===== config.mk =====
export PLATFORM = sky130hd
export DESIGN_NAME = demodulador_hw
export DESIGN_NICKNAME = d
export VERILOG_FILES = /design/src/rtl/demod_pkg.sv /design/src/rtl/demod_channel.sv /design/src/rtl/demodulador_hw.sv
export SDC_FILE = /design/constraint.sdc
export NUM_CORES = 1
export LEC_CHECK = 0
export CAP_MARGIN = 20
export CORE_UTILIZATION = 55
export DETAILED_ROUTE_END_ITERATION = 6
export PLACE_DENSITY_LB_ADDON = 0.15
export RECOVER_POWER = 50
export SLEW_MARGIN = 10
export SYNTH_ARGS = -nofsm -noshare
export SYNTH_HDL_FRONTEND = slang
export SYNTH_SLANG_ARGS = --single-unit

===== constraint.sdc =====
create_clock -name clk -period 8.35 [get_ports clk]
set_input_delay 1.2525 -clock clk [delete_from_list [all_inputs] [get_ports clk]]
set_output_delay 1.2525 -clock clk [all_outputs]
set_load 0.005 [all_outputs]

===== src/rtl/demod_pkg.sv =====
// Shared definitions for the ternary-symbol demodulator: symbol encoding,
// symbol decode and signed 16-bit saturation.
package demod_pkg;

  typedef enum logic [1:0] {
    SYM_ZERO = 2'b00,
    SYM_POS  = 2'b01,
    SYM_NEG  = 2'b10,
    SYM_INV  = 2'b11
  } sym_e;

  localparam int SAMPLE_W = 16;

  // An invalid code contributes nothing to the integral; it is flagged separately.
  function automatic logic signed [1:0] sym_decode(input logic [1:0] s);
    logic signed [1:0] v;
    case (sym_e'(s))
      SYM_POS: v = 2'sb01;
      SYM_NEG: v = 2'sb11;
      default: v = 2'sb00;
    endcase
    return v;
  endfunction

  function automatic logic signed [15:0] sat16(input logic signed [31:0] x);
    logic signed [15:0] r;
    if (x > 32'sd32767)       r = 16'sh7fff;
    else if (x < -32'sd32768) r = 16'sh8000;
    else                      r = x[15:0];
    return r;
  endfunction

endpackage


===== src/rtl/demod_channel.sv =====
// One integrate-and-dump channel: accumulates decoded symbols over a window and
// on the last symbol registers the scaled, saturated Q1.15 sample.
module demod_channel
  import demod_pkg::*;
#(
  parameter int DEC_LOG2 = 8
) (
  input  logic        clk,
  input  logic        rst,
  input  logic        en,
  input  logic        last,
  input  logic [1:0]  sym,
  output logic [15:0] dout,
  output logic        inv
);

  localparam int ACC_W = DEC_LOG2 + 2;
  localparam int SHIFT = 15 - DEC_LOG2;

  logic signed [ACC_W-1:0] acc;
  logic signed [ACC_W-1:0] sum;
  logic signed [1:0]       sym_val;
  logic signed [31:0]      scaled;

  // NOTE: every combinational output gets a value on every path, so no latch is inferred.
  always_comb begin
    sym_val = sym_decode(sym);
    inv     = (sym == SYM_INV);
    sum     = acc + {{(ACC_W-2){sym_val[1]}}, sym_val};
    scaled  = {{(32-ACC_W){sum[ACC_W-1]}}, sum} <<< SHIFT;
  end

  // NOTE: sequential state uses non-blocking assignments so all registers update together.
  always_ff @(posedge clk) begin
    if (!rst) begin
      acc  <= '0;
      dout <= '0;
    end else if (en) begin
      if (last) begin
        dout <= sat16(scaled);
        acc  <= '0;
      end else begin
        acc  <= sum;
      end
    end
  end

endmodule


===== src/rtl/demodulador_hw.sv =====
// Three-channel ternary symbol demodulator: shared window counter, valid/err
// strobe generation and one integrate-and-dump channel per symbol stream.
module demodulador_hw
  import demod_pkg::*;
#(
  parameter int DEC_LOG2 = 8,
  parameter int OUT_W    = 16
) (
  input  logic             clk,
  input  logic             rst,
  input  logic             en,
  input  logic [1:0]       in1,
  input  logic [1:0]       in2,
  input  logic [1:0]       in3,
  output logic [OUT_W-1:0] dout1,
  output logic [OUT_W-1:0] dout2,
  output logic [OUT_W-1:0] dout3,
  output logic             valid,
  output logic             err
);

  logic [DEC_LOG2-1:0] cnt;
  logic                last;
  logic                err_acc;
  logic                inv1, inv2, inv3;
  logic                any_inv;

  always_comb begin
    last    = &cnt;
    any_inv = inv1 | inv2 | inv3;
  end

  // cnt wraps N-1 -> 0 by natural overflow; err is only set on the dump cycle.
  always_ff @(posedge clk) begin
    if (!rst) begin
      cnt     <= '0;
      err_acc <= 1'b0;
      valid   <= 1'b0;
      err     <= 1'b0;
    end else begin
      valid <= en & last;
      err   <= en & last & (err_acc | any_inv);
      if (en) begin
        cnt     <= cnt + 1'b1;
        err_acc <= last ? 1'b0 : (err_acc | any_inv);
      end
    end
  end

  demod_channel #(.DEC_LOG2(DEC_LOG2)) u_ch1 (
    .clk(clk), .rst(rst), .en(en), .last(last), .sym(in1), .dout(dout1), .inv(inv1)
  );

  demod_channel #(.DEC_LOG2(DEC_LOG2)) u_ch2 (
    .clk(clk), .rst(rst), .en(en), .last(last), .sym(in2), .dout(dout2), .inv(inv2)
  );

  demod_channel #(.DEC_LOG2(DEC_LOG2)) u_ch3 (
    .clk(clk), .rst(rst), .en(en), .last(last), .sym(in3), .dout(dout3), .inv(inv3)
  );

endmodule

Word-level counts from Yosys, hierarchy flattened:

Cells that the tools add are included.

* output and inout bits: 50
* input bits: 9
* register bits: 89
* word-level logic and storage cells: 49

* bitwise logic cells: 5
* reductions and logical operators: 2
* magnitude comparators: 6
* mux-type cells: 13
* add/sub/neg operators: 4
* equal/unequal tests: 9

Operator list (number)
* two-way mux 16 bit: 6
* greater-than comparator 17 x 16 -> 1 bit, second input constant: 3
* < comparator 17 x 16 -> 1 bit, second input constant: 3
* adder 10 bit: 3
* two-way mux 10 bit: 3
* == test 2 bit, second input constant: 6
* one-hot mux 2 bit (2 select lines): 3
* AND reduction 9 bit: 1
* adder 8 x 1 -> 8 bit, second input constant: 1
* AND reduction 8 bit: 1
* == test 2 x 1 -> 1 bit, second input constant: 3
* OR 1 bit: 3
* AND 1 bit: 2
* two-way mux 1 bit: 1

Depth between registers and ports, before layout:

Gate-level depths: netlist of the first run.

* depth in word-level cells: 6
* depth in mapped cells: 14
* depth with buffers taken out: 12

By module:

A second synthesis of the first run with hierarchy kept.

* cell total of the unflattened synthesis: 681
* area total of the unflattened synthesis: 5510.3 µm²

Modules (own cells, without submodules)
* demod_channel: area an instance 1681.6 µm², times used 3, cells an instance 211, sequential area each 400.4 µm²
* demodulador_hw: area an instance 465.4 µm², times used 1, cells an instance 48, sequential area each 220.2 µm²

Worst setup path before layout of the first run:

No wires, ideal clock.

* path type: input port to flip-flop
* start point: input port in3[0]
* end point: register u_ch3.dout[7]
* slack: 4.349 ns
* required time: 8.280 ns
* library setup time: 0.070 ns
* path buffers: 3
* data arrival time: 3.932 ns
* stages: 14
* path through: inv_1 ha_1 buf_2 buf_2 xor2_1 ha_1 a21boi_1 o22a_1 or4b_4 a31oi_4 xor2_2 buf_6 a21oi_1 a21oi_1

* word-level cells in the longest chain between the ends: 6
* elaborated cells between the ends (all ways): 8
* those cells by class: 1 x add/sub; 2 x order compare; 2 x eq/ne; 3 x mux

Ends and longest elaborated chain
* start, declared: line demodulador_hw.sv:14 `input logic [1:0] in3,`
* == test 2 bit or == test 2 x 1 -> 1 bit (tied branches): line demod_pkg.sv:17 `case (sym_e'(s))`
* one-hot mux 2 bit (2 select lines) (*): line demod_pkg.sv:17
* adder 10 bit (*): line demod_channel.sv:29 `sum = acc + {{(ACC_W-2){sym_val[1]}}, sym_val};`
* < comparator 17 x 16 -> 1 bit: line demod_pkg.sv:28 `else if (x < -32'sd32768) r = 16'sh8000;`
* two-way mux 16 bit: line demod_pkg.sv:28
* two-way mux 16 bit (*): line demod_pkg.sv:27 `if (x > 32'sd32767) r = 16'sh7fff;`
* end signal, assigned: line demod_channel.sv:40 `dout <= sat16(scaled);`
* end, declared: line demod_channel.sv:13 `output logic [15:0] dout,`

Every way passes the cells marked *; elsewhere a longest branch is shown, timed or not.
A chain may end at the register's enable or synchronous reset.

Final worst setup path of the first run:

* start point: input port in1[1]
* end point: register u_ch1.dout[13]

* word-level cells in the longest chain between the ends: 6
* elaborated cells between the ends (all ways): 8
* those cells by class: 1 x add/sub; 2 x order compare; 2 x eq/ne; 3 x mux

Ends and longest elaborated chain
* start, declared: line demodulador_hw.sv:12 `input logic [1:0] in1,`
* == test 2 bit or == test 2 x 1 -> 1 bit (tied branches): line demod_pkg.sv:17
* one-hot mux 2 bit (2 select lines) (*): line demod_pkg.sv:17
* adder 10 bit (*): line demod_channel.sv:29
* < comparator 17 x 16 -> 1 bit: line demod_pkg.sv:28
* two-way mux 16 bit: line demod_pkg.sv:28
* two-way mux 16 bit (*): line demod_pkg.sv:27
* end signal, assigned: line demod_channel.sv:40
* end, declared: line demod_channel.sv:13

Marked as above.

==> results.md, run 1 <==
| Quantity | Value | Unit |
| --- | --- | --- |
| Mean instance size in the synthesized netlist | 8.26 | µm² |
| Worst-Skew Late Latency | 0.34 | ns |
| Leading cell type in the layout, fill and taps excluded | dfxtp_1 | - |
| Total wire length | 10,600 | µm |
| Data arrival time at the worst-slack endpoint | 5.05 | ns |
| Horiz. Die Dim | 93.6 | µm |
| Kind of path behind the tightest hold check | flop to flop | - |
| Number of failing hold endpoints at the final stage | 0 | - |
| Post-place setup slack | 3.22 | ns |
| Netlist cell types | 69 | - |
| Highest-utilization routing layer at the global route stage | met2 | - |
| Depth of the CTS H-tree | 3 | - |
| Die outline area | 8770 | µm² |
| RSZ-0062 raised after global routing | false | - |
| Fill cells | 720 | - |
| Power per cell area | 152 | nW/µm² |
| Synth Net Count | 589 | - |
| GR Layer Usage met1 | 33.9 | % |
| Post-synth design cell area | 4620 | µm² |
| Largest fanout of any net on the critical path | 26 | - |
| Minimum clock period after layout | 4.78 | ns |
| Leading area contributor after synthesis | dfxtp_1 | - |
| Met3 usage | 3.98 | % |
| Max-capacitance violation count | 1 | - |
| Slew Viols, Final | 34 | - |
| Number of antenna repair diodes | 0 | - |
| Net count reported at finish | 605 | - |
| Primary flip-flop cell chosen by synthesis mapping | dfxtp_1 | - |
| Clock edge transition at the registers on the reported setup and hold paths | 0.07 | ns |
| Share of Yosys cell area claimed by the top area cell type | 30.8 | % |
| Fin Clk Skew | 0.00698 | ns |
| Static Leakage | 2.17 | nW |
| Upper clock frequency limit | 209 | MHz |
| Share of flip-flops with an asynchronous set or reset after synthesis | 0 | % |
| Maximum VDD drop | 0.0000897 | V |
| Clk sink count | 71 | - |
| Run status | complete, but fails checks | - |
| Starting density of the core | 56.5 | % |
| Hpwl dp | 7340 | µm |
| First-iteration detailed-routing DRC count | 284 | - |
| Type of the worst setup path | input port to flop | - |
| Setup fix buffers added after clock tree synthesis | 0 | - |
| Number of synthesized register bits | 71 | - |
| Core Footprint | 8180 | µm² |
| CTS root buf | clkbuf_8 | - |
| Synthesis-to-layout area growth | 12.9 | % |
| Count of unresolved DRC violations after routing | 0 | - |
| Number of buffers added on ports | 58 | - |
| Total gr overflow | 0 | - |
| Via count of the first global-routing pass | 3,584 | - |
| Dominant cells by area after synthesis | dfxtp_1 31%, ha_1 5.7%, xnor2_1 5.5%, a21oi_1 5.1%, nor2_1 4.0% | - |
| Worst slew margin relative to its limit | -3.18 | % |
| Commonest cells after routing, fill and taps aside | 71 x dfxtp_1, 51 x dlygate4sd3_1, 49 x nor2_1 | - |
| Via count | 4,108 | - |
| Maximum number of pins on one net before global-route repair | 34 | - |
| CTS tree | built | - |
| Average wire per standard cell | 15.4 | µm |
| Max Buffers Root-to-Sink | 2 | - |
| I/O pin total | 59 | - |
| Synthesized instance count | 559 | - |
| Final instance area | 5220 | µm² |
| Count of standard-cell rows | 33 | - |
| Required time at the worst-slack endpoint | 8.61 | ns |
| Worst Setup Start Kind | input port | - |
| First-pass GRT wire length | 17,100 | µm |
| M2 GR Usage | 39.2 | % |
| # resized after CTS | 0 | - |
| Clock buffer count from CTS | 9 | - |
| Fraction of final layout cells with drive strength greater than 1 | 5.34 | % |
| Total negative slack for setup checks | 0 | ns |
| Routability Congestion | 0.929 | - |
| Share of the cycle needed by the critical path after routing | 57.3 | % |
| Area after detailed placement | 5050 | µm² |
| Post-synth EDFFs | 0 | - |
| Cts-stage hold buffer count | 0 | - |
| Number of antenna violations at the first check in global routing | 0 | - |
| YS warnings | 0 | - |
| Antenna viol nets, final | 0 | - |
| First-pass detailed-route iteration total | 5 | - |
| Average vias per placed instance | 6.00 | - |
| Tightest Pin Transition | 1.55 | ns |
| Part of the Yosys area used for sequential elements | 30.8 | % |
| Number of setup violations in the final report | 0 | - |
| GR Util All Layers | 24.7 | % |
| Final worst slack | 3.57 | ns |
| Vertical die dimension | 93.6 | µm |
| Critical path endpoint category | flop | - |
| Final core utilization | 63.8 | % |
| Violated checks | capacitance limit, slew limit | - |
## metrics by stage
stage               hold slack [ns]  power [mW]  cells
floorplan                     0.444       0.526    559
global placement              0.446       0.557    668
detailed placement            0.446       0.561    669
CTS                           0.456       0.797    685
global route                  0.479       0.835    685
finish                        0.448       0.793    685
## worst paths after layout
| path | slack (ns) | depth (start not counted) | to | from |
|---|---|---|---|---|
| setup / recovery | 3.57 | 11 | u_ch1.dout[13] | in1[1] |
| hold / removal | 0.45 | 2 | u_ch1.dout[12] | u_ch1.dout[12] |
| setup reg to reg | 5.34 | 9 | u_ch1.dout[13] | u_ch1.acc[1] |
| hold reg to reg | 0.45 | 2 | u_ch1.dout[12] | u_ch1.dout[12] |
## layout make-up
cell class | instances | area, µm² | area share [%]
clock inverters | 3 | 18.8 | 0.360
clock buffers | 13 | 149 | 2.86
multi-input cells | 410 | 2810 | 53.9
repair buffers | 63 | 611 | 11.7
flip-flops and latches | 71 | 1420 | 27.3
well taps | 105 | 131 | 2.52
inverters | 20 | 75.1 | 1.44
## routing by layer
metal / routed length, µm / vias up / share of wire, %
li1: - / 2015 / -
met1: 4970 / 1930 / 47
met2: 4840 / 140 / 46
met3: 554 / 23 / 5.2
met4: 215 / 0 / 2.0
met5: 0 / - / 0
## synthesized netlist by cell type (all sizes together) (3+ instances only)
cell / n
xnor2: 29
a32oi: 5
a21boi: 6
dfxtp: 71
a31oi: 4
nor4b: 3
a22oi: 12
o211ai: 9
nand2b: 3
nand3: 10
a211oi: 5
xor2: 21
o21a: 5
o21bai: 5
nand2: 21
buf: 37
o22ai: 9
or3: 10
nand4: 6
a22o: 3
and2: 16
o21ai: 41
inv: 19
ha: 21
o2bb2ai: 6
nor2: 49
nor2b: 6
a21oi: 49
and3b: 5
a2bb2oi: 4
o211a: 3
clkbuf: 21
nor3b: 4
nor3: 7
## state kept, by name (all words and copies together) (netlist names)
signal      cells
u_ch2.dout     10
u_ch1.dout     10
u_ch3.dout     10
u_ch3.acc      10
u_ch2.acc      10
err             1
err_acc         1
cnt             8
valid           1
u_ch1.acc      10
## logic make-up after synthesis
| logic type | share of synthesized area [%] |
|---|---|
| XOR/XNOR | 9.64 |
| AND/OR/NAND/NOR | 17.8 |
| flip-flops | 30.8 |
| adder cells (fa/ha/maj) | 5.93 |
| buffers and inverters | 8.42 |
| multiplexers | 0.677 |
| AO/OA/AOI/OAI | 26.8 |
## power by group
part / internal (mW) / switching [mW] / leakage [nW]
sequential: 0.352 / 0.0225 / 0.576
combinational: 0.0787 / 0.103 / 1.51
clock: 0.116 / 0.121 / 0.0874
## critical path: stages
cell             delay, ns
clkdlybuf4s50_1       0.51
ha_1                  0.77
xor2_1                0.20
ha_1                  0.19
a21boi_1              0.17
o22ai_1               0.10
o32ai_1               0.45
a31oi_1               0.16
xnor2_1               0.63
o21ai_1               0.36
o211ai_1              0.24
No activity file was read; power rests on OpenSTA's default activity.
==> inputs of run 2 (changes only) <==
==> constraint.sdc (replaced) <==
create_clock -name clk -period 4.7 [get_ports clk]
set_input_delay 0.705 -clock clk [delete_from_list [all_inputs] [get_ports clk]]
set_output_delay 0.705 -clock clk [all_outputs]
set_load 0.005 [all_outputs]
==> run 2 against run 1 <==
Net effect: the run now ends clean; non-clock buffer count grew 7; via count grew 1.3%; design area grew 2.6%; sequential share of layout area shrank 0.70 points; clock skew grew 0.0017 ns; hold slack lost 0.0054 ns.
==> results.md, run 2 (synthesis gave the netlist of run 1 again) <==
| Quantity | Value | Unit |
| --- | --- | --- |
| Total negative slack for setup checks | 0 | ns |
| Type of the worst setup path | input port to flop | - |
| Hpwl dp | 7550 | µm |
| Power per cell area | 300 | nW/µm² |
| Net count reported at finish | 612 | - |
| Cell family with the largest share of critical-path delay | compound AO/OA/AOI/OAI gates | - |
| Fin Clk Skew | 0.00871 | ns |
| Clock edge transition at the registers on the reported setup and hold paths | 0.07 | ns |
| Total gr overflow | 0 | - |
| Worst slew margin relative to its limit | 38.3 | % |
| First-pass GRT wire length | 18,000 | µm |
| Clock buffer count from CTS | 9 | - |
| Slowest Stage Delay on Critical Path | 0.50 | ns |
| Core Footprint | 8180 | µm² |
| Clk sink count | 71 | - |
| Tightest Pin Transition | 0.926 | ns |
| Reg2Reg Launch Point | u_ch3.acc[1] | - |
| Buf+Inv Stages, Crit Path | 1 | - |
| Upper clock frequency limit | 268 | MHz |
| First-iteration detailed-routing DRC count | 272 | - |
| Static Leakage | 2.23 | nW |
| CTS tree | built | - |
| Via count of the first global-routing pass | 3,716 | - |
| Vertical die dimension | 93.6 | µm |
| Maximum VDD drop | 0.000155 | V |
| Kind of path behind the tightest hold check | flop to flop | - |
| Capture instance of the worst register-to-register path | u_ch3.dout[14] | - |
| First-pass detailed-route iteration total | 5 | - |
| Number of buffers added on ports | 58 | - |
| Number of antenna violations at the first check in global routing | 0 | - |
| Run status | complete, no violations | - |
| Number of failing hold endpoints at the final stage | 0 | - |
| Starting density of the core | 56.5 | % |
| Cell with the biggest individual delay on the critical path | clkdlybuf4s50_1 | - |
| Minimum clock period after layout | 3.73 | ns |
| FF-to-FF path depth | 9 | - |
| Cts-stage hold buffer count | 0 | - |
| Synthesis-to-layout area growth | 15.9 | % |
| Antenna viol nets, final | 0 | - |
| Average vias per placed instance | 6.01 | - |
| Depth of the CTS H-tree | 3 | - |
| Routability Congestion | 0.959 | - |
| Fraction of final layout cells with drive strength greater than 1 | 6.64 | % |
| Number of antenna repair diodes | 0 | - |
| Largest fanout of any net on the critical path | 13 | - |
| Cell type with the highest occurrence count on the critical path | ha_1 | - |
| Final core utilization | 65.5 | % |
| Commonest cells after routing, fill and taps aside | 71 x dfxtp_1, 49 x nor2_1, 47 x a21oi_1, 47 x dlygate4sd3_1, 29 x xnor2_1 | - |
| Horiz. Die Dim | 93.6 | µm |
| Critical path endpoint category | flop | - |
| Total wire length | 10,900 | µm |
| Via count | 4,161 | - |
| Worst Setup Start Kind | input port | - |
| Share of the cycle needed by the critical path after routing | 79.4 | % |
| Worst-Skew Late Latency | 0.35 | ns |
| Total power after layout | 1.61 | mW |
| Termination of the worst setup path | u_ch3.dout[14] | - |
| RSZ-0062 raised after global routing | false | - |
| Cells along the critical path | clkdlybuf4s50_1, ha_1, xor2_1, ha_1, a21boi_1, o22a_1, or4b_4, a31oi_4, xor2_2, a21oi_2, a21oi_1 | - |
| Required time at the worst-slack endpoint | 4.98 | ns |
| Number of setup violations in the final report | 0 | - |
| Final worst slack | 0.970 | ns |
| Average wire per standard cell | 15.8 | µm |
| Setup fix buffers added after clock tree synthesis | 0 | - |
| Max Buffers Root-to-Sink | 2 | - |
| Number of gates on the worst path with buffers counted | 11 | - |
| CTS root buf | clkbuf_8 | - |
| Critical path launch point | in3[1] | - |
| Register-to-Register Setup Slack | 1.82 | ns |
| Leading cell type in the layout, fill and taps excluded | dfxtp_1 | - |
| Data arrival time at the worst-slack endpoint | 4.01 | ns |
| Slew Viols, Final | 0 | - |
| # resized after CTS | 0 | - |
| Max-capacitance violation count | 0 | - |
| I/O pin total | 59 | - |
| Count of standard-cell rows | 33 | - |
| GR Util All Layers | 26.0 | % |
| Die outline area | 8770 | µm² |
| Post-place setup slack | 0.639 | ns |
| Maximum number of pins on one net before global-route repair | 34 | - |
| Count of unresolved DRC violations after routing | 0 | - |
run 2: metal layers:
| metal | vias to the layer above | track usage, % | part of all wire, % |
|---|---|---|---|
| li1 | 2035 | - | - |
| met1 | 1980 | 35.4 | 47 |
| met2 | 122 | 41.2 | 46 |
| met3 | 24 | 3.17 | 5.1 |
| met4 | 0 | 11.0 | 2.4 |
| met5 | - | 0 | 0 |
run 2: worst reg2reg max path, cell delays in order, from the launching register on:
cell and delay (ns):
dfxtp_1 0.46, xor2_1 0.19, ha_1 0.20, a21boi_1 0.21, o22a_1 0.19, or4b_4 0.49, a31oi_4 0.25, xor2_2 0.47
a21oi_2 0.20, a21oi_1 0.16
run 2: cell type report:
type	count	area [µm²]
repair buffers	70	671
clock inverters	5	104
well taps	105	131
fillers	709	2820
clock buffers	11	141
inverters	20	75.1
flip-flops and latches	71	1420
multi-input cells	410	2810
run 2: worst min path at each step:
stage | from | to | slack, ns | cells past startpoint
final | u_ch1.dout[7] | u_ch1.dout[7] | 0.44 | 2
after global routing | u_ch1.dout[12] | u_ch1.dout[12] | 0.47 | 2
after detailed placement | u_ch1.dout[12] | u_ch1.dout[12] | 0.44 | 2
after floorplan | u_ch1.dout[12] | u_ch1.dout[12] | 0.44 | 2
after global placement | u_ch1.dout[7] | u_ch1.dout[7] | 0.44 | 2
after CTS | u_ch1.dout[12] | u_ch1.dout[12] | 0.45 | 2
run 2: power breakdown:
part | internal (mW) | total [mW] | switching [mW] | leakage, nW
logic | 0.147 | 0.334 | 0.187 | 1.53
clock network | 0.368 | 0.605 | 0.237 | 0.124
registers | 0.625 | 0.666 | 0.0412 | 0.576
run 2: stage by stage:
stage | hold slack, ns | cells | area [µm²]
2_1_floorplan | 0.444 | 559 | 4620
3_3_place_gp | 0.439 | 675 | 5100
3_5_place_dp | 0.439 | 675 | 5100
4_1_cts | 0.450 | 691 | 5350
5_1_grt | 0.474 | 692 | 5350
6_report | 0.443 | 692 | 5350
